$ cat src/rtl/delta_pkg.sv
// Shared definitions for the streaming delta decoder: output-register state
// encoding, default widths and two's-complement range helpers.
// Optional build macro: DELTA_DECODER_SATURATE_EN (used by sat_add / delta_decoder).
package delta_pkg;

    typedef enum logic {
        EMPTY = 1'b0,
        FULL  = 1'b1
    } state_t;

    localparam int DEFAULT_DATAWIDTH = 10;
    localparam int DEFAULT_CNTWIDTH  = 8;

    // Largest positive value representable in a signed field of the given width.
    function automatic longint signed_max(input int width);
        return (longint'(1) <<< (width - 1)) - 1;
    endfunction

    // Most negative value representable in a signed field of the given width.
    function automatic longint signed_min(input int width);
        return -(longint'(1) <<< (width - 1));
    endfunction

endpackage

$ cat src/rtl/sat_add.sv
// Combinational two's-complement adder for the decoder accumulator.
// Optional build macro: DELTA_DECODER_SATURATE_EN -- when defined the sum clamps
// to the signed range and sat flags the clamp; otherwise the sum wraps and sat=0.
module sat_add
    import delta_pkg::*;
#(
    parameter int DATAWIDTH = DEFAULT_DATAWIDTH
) (
    input  logic [DATAWIDTH-1:0] a,
    input  logic [DATAWIDTH-1:0] b,
    output logic [DATAWIDTH-1:0] sum,
    output logic                 sat
);

`ifdef DELTA_DECODER_SATURATE_EN
    localparam logic [DATAWIDTH-1:0] SAT_MAX = DATAWIDTH'(signed_max(DATAWIDTH));
    localparam logic [DATAWIDTH-1:0] SAT_MIN = DATAWIDTH'(signed_min(DATAWIDTH));

    logic [DATAWIDTH:0] wide;

    // Sign-extended add; the two top bits disagree exactly on signed overflow.
    always_comb begin
        wide = {a[DATAWIDTH-1], a} + {b[DATAWIDTH-1], b};
        sat  = wide[DATAWIDTH] ^ wide[DATAWIDTH-1];
        if (!sat) begin
            sum = wide[DATAWIDTH-1:0];
        end else if (wide[DATAWIDTH]) begin
            sum = SAT_MIN;
        end else begin
            sum = SAT_MAX;
        end
    end
`else
    // Plain modulo-2^DATAWIDTH add; never flags a clamp.
    assign sum = a + b;
    assign sat = 1'b0;
`endif

endmodule

$ cat src/rtl/delta_decoder.sv
// Streaming delta decoder: accumulates signed differences (or reseeds on
// in_load) and presents each reconstructed sample on a one-deep registered
// valid/ready output stage that sustains one sample per cycle.
// Optional build macro: DELTA_DECODER_SATURATE_EN (saturating accumulate, out_sat).
module delta_decoder
    import delta_pkg::*;
#(
    parameter int DATAWIDTH = DEFAULT_DATAWIDTH,
    parameter int CNTWIDTH  = DEFAULT_CNTWIDTH
) (
    input  logic                 Clk,
    input  logic                 Rst,
    input  logic                 in_valid,
    output logic                 in_ready,
    input  logic [DATAWIDTH-1:0] in_diff,
    input  logic                 in_load,
    output logic                 out_valid,
    input  logic                 out_ready,
    output logic [DATAWIDTH-1:0] out_sample,
    output logic [CNTWIDTH-1:0]  out_count,
    output logic                 out_sat
);

    state_t                state_reg;
    state_t                state_next;
    logic [DATAWIDTH-1:0]  acc_reg;
    logic [DATAWIDTH-1:0]  sample_reg;
    logic [CNTWIDTH-1:0]   count_reg;
    logic                  sat_reg;

    logic                  accept;
    logic [DATAWIDTH-1:0]  add_sum;
    logic                  add_sat;
    logic [DATAWIDTH-1:0]  value_next;
    logic                  sat_next;
    logic [CNTWIDTH-1:0]   count_next;

    // The output stage can take new data when empty or when it is draining
    // this same cycle; the combinational path from out_ready is deliberate.
    assign out_valid = (state_reg == FULL);
    assign in_ready  = !out_valid || out_ready;
    assign accept    = in_valid && in_ready;

    assign out_sample = sample_reg;
    assign out_count  = count_reg;
    assign out_sat    = sat_reg;

    sat_add #(
        .DATAWIDTH (DATAWIDTH)
    ) u_sat_add (
        .a   (acc_reg),
        .b   (in_diff),
        .sum (add_sum),
        .sat (add_sat)
    );

    // Next sample/flag/count; a load reseeds, never clamps, and restarts the count.
    always_comb begin
        value_next = add_sum;
        sat_next   = add_sat;
        count_next = (count_reg == '1) ? count_reg : count_reg + 1'b1;
        if (in_load) begin
            value_next = in_diff;
            sat_next   = 1'b0;
            count_next = '0;
        end
    end

    // Output-stage FSM next state: fill on accept, drain on handshake alone.
    always_comb begin
        state_next = state_reg;
        if (accept) begin
            state_next = FULL;
        end else if (out_valid && out_ready) begin
            state_next = EMPTY;
        end
    end

    // State register.
    always_ff @(posedge Clk or negedge Rst) begin
        if (!Rst) begin
            state_reg <= EMPTY;
        end else begin
            state_reg <= state_next;
        end
    end

    // Accumulator and output data registers; only an accept changes them.
    always_ff @(posedge Clk or negedge Rst) begin
        if (!Rst) begin
            acc_reg    <= '0;
            sample_reg <= '0;
            count_reg  <= '0;
            sat_reg    <= 1'b0;
        end else if (accept) begin
            acc_reg    <= value_next;
            sample_reg <= value_next;
            count_reg  <= count_next;
            sat_reg    <= sat_next;
        end
    end

endmodule

$ cat config.mk
export PLATFORM = sky130hd
export DESIGN_NAME = delta_decoder
export DESIGN_NICKNAME = d
export VERILOG_FILES = /design/src/rtl/delta_pkg.sv /design/src/rtl/sat_add.sv /design/src/rtl/delta_decoder.sv
export SDC_FILE = /design/constraint.sdc
export NUM_CORES = 1
export LEC_CHECK = 0
export ABC_CLOCK_PERIOD_IN_PS = 4000
export CAP_MARGIN = 20
export CORE_MARGIN = 3
export CORE_UTILIZATION = 51
export CTS_CLUSTER_DIAMETER = 40
export DETAILED_ROUTE_END_ITERATION = 6
export PLACE_DENSITY = 0.86
export REMOVE_ABC_BUFFERS = 1
export SYNTH_ARGS = -nofsm -noshare
export SYNTH_HDL_FRONTEND = slang
export SYNTH_SLANG_ARGS = --single-unit
$ cat constraint.sdc
create_clock -name Clk -period 4 [get_ports Clk]
set_clock_uncertainty 0.1 [all_clocks]
set_input_delay 0.8 -clock Clk [delete_from_list [all_inputs] [get_ports Clk]]
set_output_delay 0.8 -clock Clk [all_outputs]
set_load 0.05 [all_outputs]
==> metrics <==
area of the die=about 0.0032 mm2; Final Max Tran Viols=0; initial antenna violation count=0; type of element launching the critical path=input pin; Crit Reg-Reg Startpoint=out_sample[0]; average detailed-routed wire length per instance=about 15 um; via-per-instance ratio=between 6 and 7; total of flip-flops plus latches after synthesis=19; Worst-Margin Slew=roughly 850 ps; root buffer selected by CTS=clkbuf_4; post-detailed-route DRC marker count=0; synthesized area per cell=between 9 and 10 um2; worst hold path startpoint=out_sample[3]; relative area change from synthesis to final layout=29.4%; Inserted Clock Buffers=3; share of layout cells above drive strength 1=0.0568; Pre-antenna DRT Iters=4; number of sinks driven by the clock tree=19; number of library cell types mapped by synthesis=between 40 and 50; clk_lat worst skew=300 ps; part of the cycle the worst path needs=0.786; worst max-slew margin expressed relative to the limit=0.432; power density over the cells=a little under 500 mW/mm2; Hold Path Sink=out_sample[3]; standard-cell row count=17; Routability Congestion=roughly 0.81; number of buffers inserted for hold repair after clock tree synthesis=0; ANT nets after route=0; async set-or-reset flop fraction in the synthesized netlist=1.00; Post-CTS Setup Inserts=0; adder-cell share of the synthesized area=0.111; Final WS setup=~860 ps; total placed instance area=approximately 0.0017 mm2; Synth warnings=0; placeable core region=0.00232 mm2; crit path max fanout=6; multiplexer area fraction after synthesis=0.0315; largest net degree at the start of global routing=25; final-layout setup total negative slack=0 ps; fillcell total=~170; Die Y=around 57 um; via count=1,233; status=completed; Initial DRC Count=30; data arrival time of the critical path=roughly 2200 ps; largest buffer count on any clock path=2; Post-Synth Simple-Gate Area=0.173; number of cell instances on the worst register-to-register path=8; count of final hold-check violations=0; number of synthesized flops with an enable pin=0; commonest cells after routing, fill and taps aside=clkdlybuf4s50_1 (34), dfrtp_1 (19), a21oi_1 (13); I/O Buffers=34; reported max-cap violation count=0; routing usage on met1=0.254; final critical delay including setup and external delays=3140 ps; wire length reported by the detailed router=roughly 3100 um; TritonCTS clock tree=yes; synthesized-area fraction occupied by ao, oa, aoi and oai cells=0.226; Initial Utilization=0.566; unrepaired setup endpoints after global routing=no; minimum setup slack after placement=slightly above 800 ps; Die W=between 50 and 60 um; internal reg-to-reg setup slack=about 1700 ps; min-delay worst type=reg2reg; part of the Yosys area used for sequential elements=0.363; IR Drop Worst-Case VDD=between 0.3 and 0.4 mV; highest attainable clock frequency=around 320 MHz; # resized after CTS=0; H-tree lvl count=1; HPWL after detailed placement=between 2000 and 2500 um; number of setup violations in the final report=0; share of the synthesized netlist area taken by xor and xnor gates=0.0668; FF/Latch Area=around 480 um2; Tot GR Track Use=0.206; Data required, critical path=about 3100 ps; post-synthesis instance total=around 140; met3 usage=0.0437; top flip-flop cell by instance count after synthesis=dfrtp_1; Reg-to-Reg End=out_sample[8]; met2 usage in global routing=0.343; Critical Setup Path Class=in2out; final layout net count=a little over 200; Leak Pwr=between 0.0007 and 0.0008 uW; via count of the first global-routing pass=roughly 1,200; total congestion overflow=0; Worst Hold Path Cells=2; most common library cell in the layout ignoring fill and taps=clkdlybuf4s50_1; dominant combinational cell family by area after synthesis=compound AO/OA/AOI/OAI gates; diode count=0; most used routing layer=met2; first-pass GRT wire length=approximately 5300 um; Layout Cell Area excl Fill=around 0.0017 mm2; crit path capture type=output port; multi-input combinational cell area=~800 um2; Synth Cell Area=0.00131 mm2; register clock-pin slew on the reported worst setup and hold paths=110 ps; top-level port count=36
## report_power, final
| group | switching (uW) | internal (uW) | leakage [uW] |
|---|---|---|---|
| registers | 36.3 | 226 | 0.000240 |
| clock network | 62.1 | 38.9 | 0.0000150 |
| logic | 289 | 183 | 0.000496 |
## stage by stage
step / power, uW / utilization / hold slack, ps / instances
after global placement: 719 / 0.720 / 399 / 200
final: 836 / 0.732 / 434 / 204
after global routing: 890 / 0.732 / 489 / 204
after CTS: 839 / 0.732 / 435 / 204
after floorplan: 593 / - / 404 / 137
after detailed placement: 737 / 0.720 / 409 / 200
## cell families (layout without fill, tap and decap cells)
group	count (synthesis)	in the layout
compound gates	46	46
xor+xnor	10	10
fa+ha+maj	11	11
buf+inv	8	42
flops	19	19
mux	4	4
other cells	1	1
simple gates	43	43
## how the worst max path moves through the flow
stage,startpoint,to,cells past startpoint
after floorplan,in_diff[0],out_sample[8],8
after global routing,out_ready,in_ready,3
after detailed placement,in_diff[0],out_sample[8],9
after CTS,out_ready,in_ready,3
after global placement,out_ready,in_ready,3
final,out_ready,in_ready,3
## flip-flops by register name, indices dropped and copies added, names as in the netlist
register and count:
out_valid 1, out_sample 10, out_count 8
## layer usage
metal	share of wire	vias up
met5	0	-
met4	0.018	0
met3	0.062	6
met2	0.50	53
met1	0.42	582
li1	-	592
## worst max-delay path: stages
cell	delay, ps
clkdlybuf4s50_1	450
nand2b_2	170
clkdlybuf4s50_1	820
## synth_stat cells, types with 3 or more instances
cell	number	area share
a21o_1	5	0.029
a21oi_1	13	0.050
and2_1	3	0.014
and3_1	3	0.014
dfrtp_1	19	0.36
ha_1	10	0.095
mux2i_1	3	0.023
nand2_1	10	0.029
nand4_1	4	0.019
nor2_1	9	0.026
nor3_1	3	0.011
o21a_1	3	0.017
o21ai_0	4	0.015
o21ai_1	10	0.038
xnor2_1	4	0.027
xor2_1	6	0.040
## area by class of cell
| cell class | instances | share of cell area |
|---|---|---|
| Inverter | 3 | 0.00664 |
| Clock buffer | 4 | 0.0155 |
| Multi-Input combinational cell | 115 | 0.472 |
| Tap cell | 28 | 0.0206 |
| Sequential cell | 19 | 0.280 |
| Timing Repair Buffer | 35 | 0.205 |
Power figures use the tool's default switching activity.
